[config.mk]
export PLATFORM = sky130hd
export DESIGN_NAME = alu_issue_stage_flat
export DESIGN_NICKNAME = d
export VERILOG_FILES = /design/src/rtl/alu_pkg.sv /design/src/rtl/alu_issue_if.sv /design/src/rtl/alu_op_decode.sv /design/src/rtl/alu_issue_stage.sv /design/src/flat_wrapper.sv
export SDC_FILE = /design/constraint.sdc
export NUM_CORES = 1
export LEC_CHECK = 0
export ABC_AREA = 1
export BUFFER_PORTS_ARGS = -buffer_cell sky130_fd_sc_hd__buf_2
export CAP_MARGIN = 25
export CORE_UTILIZATION = 50
export DETAILED_ROUTE_END_ITERATION = 12
export GPL_TIMING_DRIVEN = 0
export PLACE_DENSITY = 0.85
export SETUP_SLACK_MARGIN = 0.2
export SLEW_MARGIN = 25
export SYNTH_ARGS = -nofsm -noshare
export SYNTH_HDL_FRONTEND = slang
export SYNTH_SLANG_ARGS = --single-unit
[constraint.sdc]
create_clock -name clk -period 4.17 [get_ports clk]
set_input_delay 0.6255 -clock clk [delete_from_list [all_inputs] [get_ports clk]]
set_output_delay 0.6255 -clock clk [all_outputs]
set_load 0.1 [all_outputs]
[src/rtl/alu_pkg.sv]
// Shared constants for the ALU issue stage: operation codes, RV32I major opcodes and
// immediate selection.
package alu_pkg;

  localparam int unsigned DataWidthDefault    = 32;
  localparam int unsigned OpcodeLengthDefault = 4;

  typedef enum logic [3:0] {
    AluAnd = 4'b0000,
    AluOr  = 4'b0001,
    AluXor = 4'b1001,
    AluAdd = 4'b0010,
    AluSub = 4'b0110,
    AluEq  = 4'b1000,
    AluNe  = 4'b1110,
    AluGe  = 4'b1010,
    AluLt  = 4'b1100,
    AluSll = 4'b0100,
    AluSrl = 4'b0101,
    AluSra = 4'b0111
  } alu_op_e;

  localparam logic [6:0] OpcR      = 7'b0110011;
  localparam logic [6:0] OpcI      = 7'b0010011;
  localparam logic [6:0] OpcLoad   = 7'b0000011;
  localparam logic [6:0] OpcStore  = 7'b0100011;
  localparam logic [6:0] OpcBranch = 7'b1100011;

  localparam logic [6:0] Funct7Base = 7'b0000000;
  localparam logic [6:0] Funct7Alt  = 7'b0100000;

  // ImmNone selects rs2_data as the second operand.
  typedef enum logic [1:0] {
    ImmNone,
    ImmI,
    ImmS,
    ImmShamt
  } imm_sel_e;

endpackage

[src/rtl/alu_issue_if.sv]
// Issue-stage bundle: instruction/operand input handshake, flush, and registered ALU command.
interface alu_issue_if
  import alu_pkg::*;
#(
  parameter int unsigned DATA_WIDTH    = DataWidthDefault,
  parameter int unsigned OPCODE_LENGTH = OpcodeLengthDefault
);
  logic                     in_valid;
  logic                     in_ready;
  logic [31:0]              instr;
  logic [DATA_WIDTH-1:0]    rs1_data;
  logic [DATA_WIDTH-1:0]    rs2_data;
  logic                     flush;
  logic                     out_valid;
  logic                     out_ready;
  logic [OPCODE_LENGTH-1:0] out_operation;
  logic [DATA_WIDTH-1:0]    out_srca;
  logic [DATA_WIDTH-1:0]    out_srcb;
  logic [4:0]               out_rd;
  logic                     out_regwrite;
  logic                     out_branch;
  logic                     out_illegal;

  modport master (
    output in_valid, instr, rs1_data, rs2_data, flush, out_ready,
    input  in_ready, out_valid, out_operation, out_srca, out_srcb, out_rd,
           out_regwrite, out_branch, out_illegal
  );

  modport slave (
    input  in_valid, instr, rs1_data, rs2_data, flush, out_ready,
    output in_ready, out_valid, out_operation, out_srca, out_srcb, out_rd,
           out_regwrite, out_branch, out_illegal
  );
endinterface

[src/rtl/alu_op_decode.sv]
// Combinational RV32I decoder: instruction word to ALU operation, immediate select and flags.
module alu_op_decode
  import alu_pkg::*;
(
  input  logic [31:0] instr,
  output alu_op_e     operation,
  output imm_sel_e    imm_sel,
  output logic        regwrite,
  output logic        branch,
  output logic        illegal
);
  logic [6:0] opcode;
  logic [2:0] funct3;
  logic [6:0] funct7;
  logic       legal;
  logic       unused_fields;

  assign opcode        = instr[6:0];
  assign funct3        = instr[14:12];
  assign funct7        = instr[31:25];
  assign unused_fields = ^{instr[24:15], instr[11:7]};

  always_comb begin
    operation = AluAdd;
    imm_sel   = ImmNone;
    regwrite  = 1'b0;
    branch    = 1'b0;
    legal     = 1'b1;
    case (opcode)
      OpcR: begin
        regwrite = 1'b1;
        if (funct7 == Funct7Base) begin
          case (funct3)
            3'b000:  operation = AluAdd;
            3'b001:  operation = AluSll;
            3'b010:  operation = AluLt;
            3'b100:  operation = AluXor;
            3'b101:  operation = AluSrl;
            3'b110:  operation = AluOr;
            3'b111:  operation = AluAnd;
            default: legal = 1'b0;
          endcase
        end else if (funct7 == Funct7Alt) begin
          case (funct3)
            3'b000:  operation = AluSub;
            3'b101:  operation = AluSra;
            default: legal = 1'b0;
          endcase
        end else begin
          legal = 1'b0;
        end
      end
      OpcI: begin
        regwrite = 1'b1;
        imm_sel  = ImmI;
        case (funct3)
          3'b000: operation = AluAdd;
          3'b010: operation = AluLt;
          3'b100: operation = AluXor;
          3'b110: operation = AluOr;
          3'b111: operation = AluAnd;
          3'b001: begin
            imm_sel   = ImmShamt;
            operation = AluSll;
            legal     = (funct7 == Funct7Base);
          end
          3'b101: begin
            imm_sel   = ImmShamt;
            operation = (funct7 == Funct7Alt) ? AluSra : AluSrl;
            legal     = (funct7 == Funct7Base) || (funct7 == Funct7Alt);
          end
          default: legal = 1'b0;
        endcase
      end
      OpcLoad: begin
        imm_sel  = ImmI;
        regwrite = 1'b1;
      end
      OpcStore: imm_sel = ImmS;
      OpcBranch: begin
        branch = 1'b1;
        case (funct3)
          3'b000:  operation = AluEq;
          3'b001:  operation = AluNe;
          3'b100:  operation = AluLt;
          3'b101:  operation = AluGe;
          default: legal = 1'b0;
        endcase
      end
      default: legal = 1'b0;
    endcase
    // Anything unrecognised degrades to a harmless ADD with no side effects.
    if (!legal) begin
      operation = AluAdd;
      regwrite  = 1'b0;
      branch    = 1'b0;
    end
    illegal = !legal;
  end
endmodule

[src/rtl/alu_issue_stage.sv]
// ALU issue stage: decodes an RV32I instruction and registers the ALU command behind a
// single-entry valid/ready pipeline register with flush.
module alu_issue_stage
  import alu_pkg::*;
#(
  parameter int unsigned DATA_WIDTH    = DataWidthDefault,
  parameter int unsigned OPCODE_LENGTH = OpcodeLengthDefault
) (
  input logic        clk,
  input logic        reset,
  alu_issue_if.slave bus
);
  alu_op_e  dec_op;
  imm_sel_e dec_imm_sel;
  logic     dec_regwrite;
  logic     dec_branch;
  logic     dec_illegal;

  alu_op_decode u_decode (
    .instr     (bus.instr),
    .operation (dec_op),
    .imm_sel   (dec_imm_sel),
    .regwrite  (dec_regwrite),
    .branch    (dec_branch),
    .illegal   (dec_illegal)
  );

  logic                     valid_q, valid_d;
  logic [OPCODE_LENGTH-1:0] op_q;
  logic [DATA_WIDTH-1:0]    srca_q, srcb_q, srcb_d;
  logic [4:0]               rd_q;
  logic                     regwrite_q, branch_q, illegal_q;
  logic                     ready;
  logic                     transfer;

  // flush is folded into ready so a flushed cycle can never accept input.
  assign ready    = (!valid_q || bus.out_ready) && !bus.flush;
  assign transfer = bus.in_valid && ready;

  always_comb begin
    unique case (dec_imm_sel)
      ImmI:     srcb_d = {{(DATA_WIDTH-12){bus.instr[31]}}, bus.instr[31:20]};
      ImmS:     srcb_d = {{(DATA_WIDTH-12){bus.instr[31]}}, bus.instr[31:25], bus.instr[11:7]};
      ImmShamt: srcb_d = {{(DATA_WIDTH-5){1'b0}}, bus.instr[24:20]};
      ImmNone:  srcb_d = bus.rs2_data;
    endcase
  end

  always_comb begin
    valid_d = valid_q;
    if (bus.flush)         valid_d = 1'b0;
    else if (transfer)     valid_d = 1'b1;
    else if (bus.out_ready) valid_d = 1'b0;
  end

  always_ff @(posedge clk or posedge reset) begin
    if (reset) begin
      valid_q    <= 1'b0;
      op_q       <= '0;
      srca_q     <= '0;
      srcb_q     <= '0;
      rd_q       <= '0;
      regwrite_q <= 1'b0;
      branch_q   <= 1'b0;
      illegal_q  <= 1'b0;
    end else begin
      valid_q <= valid_d;
      if (transfer) begin
        op_q       <= OPCODE_LENGTH'(dec_op);
        srca_q     <= bus.rs1_data;
        srcb_q     <= srcb_d;
        rd_q       <= bus.instr[11:7];
        regwrite_q <= dec_regwrite;
        branch_q   <= dec_branch;
        illegal_q  <= dec_illegal;
      end
    end
  end

  assign bus.in_ready      = ready;
  assign bus.out_valid     = valid_q;
  assign bus.out_operation = op_q;
  assign bus.out_srca      = srca_q;
  assign bus.out_srcb      = srcb_q;
  assign bus.out_rd        = rd_q;
  assign bus.out_regwrite  = regwrite_q;
  assign bus.out_branch    = branch_q;
  assign bus.out_illegal   = illegal_q;
endmodule

[src/flat_wrapper.sv]
// flat-port wrapper written by rule: the top's interface ports become plain ports
module alu_issue_stage_flat import alu_pkg::*;
#(
  parameter int unsigned DATA_WIDTH    = DataWidthDefault,
  parameter int unsigned OPCODE_LENGTH = OpcodeLengthDefault
)
  (clk, reset, bus_in_valid, bus_instr, bus_rs1_data, bus_rs2_data, bus_flush, bus_out_ready, bus_in_ready, bus_out_valid, bus_out_operation, bus_out_srca, bus_out_srcb, bus_out_rd, bus_out_regwrite, bus_out_branch, bus_out_illegal);
  alu_issue_if #(.DATA_WIDTH(DATA_WIDTH), .OPCODE_LENGTH(OPCODE_LENGTH)) bus_i ();
  input logic clk;
  input logic reset;
  input wire logic [$bits(bus_i.in_valid)-1:0] bus_in_valid;
  input wire logic [$bits(bus_i.instr)-1:0] bus_instr;
  input wire logic [$bits(bus_i.rs1_data)-1:0] bus_rs1_data;
  input wire logic [$bits(bus_i.rs2_data)-1:0] bus_rs2_data;
  input wire logic [$bits(bus_i.flush)-1:0] bus_flush;
  input wire logic [$bits(bus_i.out_ready)-1:0] bus_out_ready;
  output wire logic [$bits(bus_i.in_ready)-1:0] bus_in_ready;
  output wire logic [$bits(bus_i.out_valid)-1:0] bus_out_valid;
  output wire logic [$bits(bus_i.out_operation)-1:0] bus_out_operation;
  output wire logic [$bits(bus_i.out_srca)-1:0] bus_out_srca;
  output wire logic [$bits(bus_i.out_srcb)-1:0] bus_out_srcb;
  output wire logic [$bits(bus_i.out_rd)-1:0] bus_out_rd;
  output wire logic [$bits(bus_i.out_regwrite)-1:0] bus_out_regwrite;
  output wire logic [$bits(bus_i.out_branch)-1:0] bus_out_branch;
  output wire logic [$bits(bus_i.out_illegal)-1:0] bus_out_illegal;
  assign bus_i.in_valid = bus_in_valid;
  assign bus_i.instr = bus_instr;
  assign bus_i.rs1_data = bus_rs1_data;
  assign bus_i.rs2_data = bus_rs2_data;
  assign bus_i.flush = bus_flush;
  assign bus_i.out_ready = bus_out_ready;
  assign bus_in_ready = bus_i.in_ready;
  assign bus_out_valid = bus_i.out_valid;
  assign bus_out_operation = bus_i.out_operation;
  assign bus_out_srca = bus_i.out_srca;
  assign bus_out_srcb = bus_i.out_srcb;
  assign bus_out_rd = bus_i.out_rd;
  assign bus_out_regwrite = bus_i.out_regwrite;
  assign bus_out_branch = bus_i.out_branch;
  assign bus_out_illegal = bus_i.out_illegal;
  alu_issue_stage #(.DATA_WIDTH(DATA_WIDTH), .OPCODE_LENGTH(OPCODE_LENGTH)) u_core (.clk(clk), .reset(reset), .bus(bus_i));
endmodule
==> summary.md, run 1 <==
| Metric | Value |
|---|---|
| # DRC | `0` |
| Yosys top cell area share | `0.5067` |
| Post-synth EDFFs | `0` |
| Reg2reg end | `u_core.bus.out_rd[0]` |
| Setup violations, final | `0` |
| Clock slew at reported path FFs | `90 ps` |
| CP Class | `flop to primary output` |
| Register area share after synthesis | `0.5067` |
| #FFs+latches synth | `77` |
| Setup repair bufs after CTS | `0` |
| Post-Synthesis Net Count | `603` |
| Clock Sinks | `77` |
| Largest family of logic cells by synthesized area | `simple AND/OR/NAND/NOR gates` |
| Port bufs | `173` |
| Slew at the pin closest to its max-slew limit | `565.3 ps` |
| DP Worst Slack | `2067 ps` |
| CTS resizes | `0` |
| GPL Wtd Cong | `0.9303` |
| Row cnt | `31` |
| Total number of H-tree levels | `3` |
| Share of post-route cells with drive strength above 1 | `0.3343` |
| Mapped cell area | `3802 um2` |
| 1st-iter DRT viols | `161` |
| Initial DRT Pass Iterations | `5` |
| Fin Hold WS | `285.5 ps` |
| WL/cell | `13.80 um` |
| Synth async-reset ratio | `1.000` |
| Die area | `7958 um2` |
| First-pass GRT wire length | `16530 um` |
| Worst setup path start | `u_core.bus.out_valid` |
| Hold-fix buffers at CTS | `0` |
| Tcrit/Tclk final | `0.4798` |
| Mux contribution to synthesized area | `0` |
| CTS tree | `built` |
| Core ar. | `7292 um2` |
| Power per cell area | `544.3 nW/um2` |
| Placed Area | `4815 um2` |
| Rel. slew slack | `0.6231` |
| Fin crit period | `2001 ps` |
| R2R depth | `8` |
| Final hold violation count | `0` |
| Max clock buf depth | `2` |
| Post-Synth Simple-Gate Area | `0.4090` |
| Vias in the first global route | `3573` |
| Post-layout nets | `788` |
| I/O pins | `179` |
| Area share of fa/ha/maj cells after synthesis | `0` |
| Largest net degree at the start of global routing | `43` |
| Cell leakage power | `3.046 nW` |
| Initial Utilization | `0.5214` |
| Initial antenna violation count | `0` |
| Number of max-cap violations | `0` |
| Origin of the critical flop-to-flop path | `u_core.bus.out_valid` |
| CP arrival | `1380 ps` |
| Grt ovf | `0` |
| Peak VDD IR | `0.0002431 V` |
| Root buffer cell | `clkbuf_8` |
| CP startpoint kind | `flop` |
| Highest clock rate | `499.8 MHz` |
| Power Total | `2.749 mW` |
| Die width | `89.21 um` |
| CP Max Fanout | `2` |
| Worst setup skew after layout | `12.81 ps` |
| Total global-route track usage | `0.2742` |
| Synthesis-to-finish area growth | `32.81%` |
| Vias | `3989` |
| Worst-Skew Late Latency | `350 ps` |
| Antenna-violating nets left | `0` |
| TNS Setup | `0 ps` |
| RSZ-0062 raised after global routing | `no` |
| Total routed wirelength | `10910 um` |
| Worst path required time | `3540 ps` |
| TritonCTS buffer count | `9` |
| HPWL after detailed placement | `8245 um` |
| Avg Cell Area, Syn | `7.574 um2` |
| Number of distinct library cells after synthesis | `26` |
| Via density | `5.049` |
| HP Class | `input port to asynchronous set/reset pin` |
| Setup slack after layout | `2169 ps` |
| Ant diodes | `0` |
| XOR/XNOR share of the synthesized area | `0` |
| Status | `complete, no violations` |
| Fin. max-slew vios | `0` |
| R2r setup slk | `2400 ps` |
| Die H | `89.21 um` |
| Top cells by area, synth | `dfrtp_1, nand2_1, nand3_1` |
| Dominant cell type by area after synthesis | `dfrtp_1` |
| Ys flop type | `dfrtp_1` |
| Design area | `5050 um2` |
| Syn. warnings | `0` |
| Critical path capture point type | `primary output` |
| Synth Instances | `502` |
| Compound-Gate Fraction of Synth Area | `0.03225` |
worst max-delay path by stage:
stage | end | cells past startpoint
2_1_floorplan | u_core.bus.out_srcb[22] | 9
3_3_place_gp | u_core.bus.out_operation[3] | 2
3_5_place_dp | u_core.bus.out_rd[0] | 8
4_1_cts | bus_in_ready | 4
5_1_grt | bus_in_ready | 4
6_report | bus_in_ready | 4
Yosys cell counts (5+ instances only):
master,number
nand2_1,280
dfrtp_1,77
nand3_1,34
inv_1,16
nor2_1,14
nand3_2,10
buf_2,8
a21oi_1,7
clkbuf_1,7
o21ai_0,7
buf_1,5
nor2_4,5
worst max-delay path, stage by stage, from the launching register on:
cell and delay [ps]:
dfrtp_1 380, inv_1 60, nor2_1 40, nor2_1 110, buf_2 440
cell families (layout without fill, tap and decap cells):
kind of cell	Yosys count	after routing
AO/OA/AOI/OAI	21	21
AND/OR/NAND/NOR	360	360
buffers and inverters	44	233
flip-flops	77	77
cells in the final DEF (no fill, tap or decap), drive strengths merged, types with 4 or more instances in the layout:
cell	netlist	final
nand2	286	286
buf	17	191
dfrtp	77	77
nand3	45	45
nor2	22	22
inv	20	21
clkbuf	7	16
o21ai	8	8
a21oi	7	7
nand4	4	4
through the flow:
stage | util | std cells
3_5_place_dp | 0.6603 | 775
5_1_grt | 0.6925 | 790
3_3_place_gp | 0.6572 | 774
4_1_cts | 0.6925 | 790
6_report | 0.6925 | 790
2_1_floorplan | - | 502
state kept, by name, indices dropped and copies added, names as in the netlist:
signal	count
u_core.bus.out_srca	32
u_core.bus.out_branch	1
u_core.bus.out_rd	5
u_core.bus.out_illegal	1
u_core.bus.out_srcb	32
u_core.bus.out_operation	4
u_core.bus.out_valid	1
u_core.bus.out_regwrite	1
cell type report:
cell class / count / area [um2]
fill: 653 / 2242
sequential: 77 / 1927
multi-input combinational: 381 / 1678
timing repair buffer: 174 / 885.9
clock buffer: 9 / 123.9
tap: 99 / 123.9
buffer: 24 / 122.6
clock inverter: 6 / 111.4
inverter: 20 / 77.57
routing by layer:
layer | wire (um) | global-route usage
met1 | 4428 | 0.3601
met2 | 5484 | 0.4490
met3 | 701 | 0.03786
met4 | 291 | 0.1342
met5 | 0 | 0
where the power goes:
part	total, mW	switching [mW]	internal, mW
registers	0.908	0.0571	0.850
logic	1.16	0.989	0.176
clock network	0.676	0.281	0.396
total	2.75	1.33	1.42
Note: power is estimated with default switching activity, not from simulation.
==> run 2, diff against run 1 <==
- ABC_AREA: 1 -> 0
- CORE_UTILIZATION: 50 -> 45
- PLACE_DENSITY: 0.85 -> 0.8
- clock period: 4.17 -> 2 ns (I/O delays scaled with it)
==> run 2 against run 1 <==
Compared with the run above:
- clock-buffer cell count unchanged
- setup slack worse by 1800 ps
- design area fell by 5.5%
- area after synthesis shrank 9.8%
- critical path type unchanged
- critical endpoint unchanged
- highest routed layer unchanged
==> summary.md, run 2 <==
| Metric | Value |
|---|---|
| Die width | `89.29 um` |
| Total global-route track usage | `0.2400` |
| Largest family of logic cells by synthesized area | `simple AND/OR/NAND/NOR gates` |
| GPL Wtd Cong | `0.9210` |
| I/O pins | `179` |
| Initial Utilization | `0.4701` |
| Grt ovf | `0` |
| WL/cell | `14.03 um` |
| RSZ-0062 raised after global routing | `no` |
| Worst-Skew Late Latency | `340 ps` |
| CP Class | `flop to primary output` |
| Worst path required time | `1700 ps` |
| Hold Path Origin | `bus_rs1_data[7]` |
| Hold path endpoint | `u_core.bus.out_srca[7]` |
| Power Total | `5.520 mW` |
| Number of distinct library cells after synthesis | `45` |
| R2r setup slk | `360 ps` |
| Tcrit/Tclk final | `0.8386` |
| Synth top cells by count | `nand2_1, dfrtp_1, nor2_1, a21oi_1, clkbuf_1` |
| Critical Path Max Stage Delay | `470 ps` |
| #FFs+latches synth | `77` |
| Mux contribution to synthesized area | `0` |
| Int Power | `2.829 mW` |
| Antenna-violating nets left | `0` |
| # DRC | `0` |
| TritonCTS buffer count | `9` |
| R2R depth | `7` |
| Slew at the pin closest to its max-slew limit | `539.8 ps` |
| Largest net degree at the start of global routing | `33` |
| Setup violations, final | `0` |
| Most common cell after layout, fill and taps aside | `buf_2` |
| Core ar. | `7292 um2` |
| Post-Synthesis Net Count | `490` |
| 1st-iter DRT viols | `170` |
| Register area share after synthesis | `0.5620` |
| First-pass GRT wire length | `14450 um` |
| Reg2reg end | `u_core.bus.out_rd[3]` |
| Ys flop type | `dfrtp_1` |
| Initial DRT Pass Iterations | `4` |
| Via density | `4.993` |
| CTS tree | `built` |
| CP startpoint kind | `flop` |
| Syn. warnings | `0` |
| Highest clock rate | `596.2 MHz` |
| Post-layout nets | `675` |
| Sw power | `2.690 mW` |
| Total number of H-tree levels | `3` |
| Design area | `4771 um2` |
| Synth async-reset ratio | `1.000` |
| Seq pwr share | `0.341` |
| Switching share of power | `0.4874` |
| Max clock buf depth | `2` |
| Clk pwr share | `0.223` |
| Clock slew at reported path FFs | `80 ps` |
| Vias in the first global route | `3178` |
| Port bufs | `170` |
| CP arrival | `1380 ps` |
| Initial antenna violation count | `0` |
| XOR/XNOR share of the synthesized area | `0.007664` |
| Number of max-cap violations | `0` |
| Fin Hold WS | `138.7 ps` |
| Total routed wirelength | `9486 um` |
| Power per cell area | `1157 nW/um2` |
| Ant diodes | `0` |
| Area share of fa/ha/maj cells after synthesis | `0` |
| Die H | `89.29 um` |
| Synth Instances | `389` |
| Post-synth EDFFs | `0` |
| Worst setup skew after layout | `9.653 ps` |
| Avg Cell Area, Syn | `8.813 um2` |
| Fin. max-slew vios | `0` |
| Critical path capture point type | `primary output` |
| HP Class | `input port to flop` |
| CP Cell Sequence | `nor2b_4 -> nor2_4 -> buf_4` |
| Dominant cell type by area after synthesis | `dfrtp_1` |
| Synthesis-to-finish area growth | `39.16%` |
| Share of post-route cells with drive strength above 1 | `0.3899` |
| Die area | `7972 um2` |
| Count leader, synth | `nand2_1` |
| Fin crit period | `1677 ps` |
| WHS Path Cells | `3` |
| Placed Area | `4544 um2` |
| Rel. slew slack | `0.6401` |
| Slowest cell on crit path | `dfrtp_4` |
| TNS Setup | `0 ps` |
| Row cnt | `31` |
| Top cells by area, synth | `dfrtp_1, nand2_1, nor2_1` |
| Combinational share of power | `0.436` |
| Status | `complete, no violations` |
| Most frequent cells in the layout | `buf_2, nand2_1, dfrtp_1, nor2_1, clkbuf_1` |
| Post-Synth Simple-Gate Area | `0.2569` |
| Yosys top cell area share | `0.5620` |
| Origin of the critical flop-to-flop path | `u_core.bus.out_valid` |
| Cell leakage power | `2.489 nW` |
| Final hold violation count | `0` |
| CP Max Fanout | `3` |
| Vias | `3375` |
| Mapped cell area | `3428 um2` |
| Peak VDD IR | `0.0006931 V` |
| Clock Sinks | `77` |
| Compound-Gate Fraction of Synth Area | `0.1427` |
| Root buffer cell | `clkbuf_8` |
| HPWL after detailed placement | `7219 um` |
-- run 2: worst max path at each step --
stage / slack, ps / startpoint / end
global route: 240 / bus_instr[2] / u_core.bus.out_srcb[0]
global placement: -210 / bus_instr[2] / u_core.bus.out_srcb[2]
floorplan: -190 / u_core.bus.out_valid / u_core.bus.out_rd[0]
CTS: 230 / bus_instr[2] / u_core.bus.out_srcb[2]
detailed placement: -230 / bus_instr[2] / u_core.bus.out_srcb[2]
finish: 320 / u_core.bus.out_valid / bus_in_ready
-- run 2: cell type report --
| cell class | instances | area [um2] |
|---|---|---|
| clock buffer | 9 | 123.9 |
| tap | 99 | 123.9 |
| sequential | 77 | 1931 |
| fill | 652 | 2521 |
| inverter | 3 | 15.01 |
| buffer | 24 | 125.1 |
| clock inverter | 5 | 77.57 |
| timing repair buffer | 174 | 910.9 |
| multi-input combinational | 285 | 1464 |
-- run 2: through the flow --
step,cells,util,worst slack (ps)
finish,676,0.6543,322.8
floorplan,389,-,-186.7
detailed placement,660,0.6232,-228.8
global route,676,0.6543,235.4
global placement,658,0.6177,-206.3
CTS,675,0.6532,231.1
-- run 2: power groups by stage --
stage / Sequential (mW) / Clock, mW / Combinational, mW
2_1_floorplan: 3.51 / 0 / 0.357
3_3_place_gp: 1.90 / 0 / 2.38
3_5_place_dp: 1.91 / 0 / 2.41
4_1_cts: 1.88 / 1.25 / 2.41
5_1_grt: 1.91 / 1.31 / 2.51
6_report: 1.88 / 1.23 / 2.41
-- run 2: kinds of logic (layout without fill, tap and decap cells) --
| group | count (synthesis) | in the layout |
|---|---|---|
| buf+inv | 27 | 215 |
| compound gates | 69 | 69 |
| xor+xnor | 3 | 3 |
| simple gates | 213 | 213 |
| flops | 77 | 77 |
-- run 2: per-layer routing --
layer | GRT usage | share of wire
met5 | 0 | 0
met4 | 0.1111 | 0.019
met3 | 0.04340 | 0.054
met2 | 0.4129 | 0.49
met1 | 0.2938 | 0.43
-- run 2: critical path, delay by kind of cell (launching register included) --
| kind | cells | cell delay, ps |
|---|---|---|
| flops | 1 | 470 |
| simple gates | 2 | 270 |
| buf+inv | 1 | 300 |
-- run 2: timing repair --
item                                   4_1_cts  5_1_grt
buffers inserted                             0        1
endpoints found under the hold margin       17        0
gates resized for setup                      2        0
setup endpoints to repair                    4        3
hold buffers                                 1        0
pin swaps                                    0        1
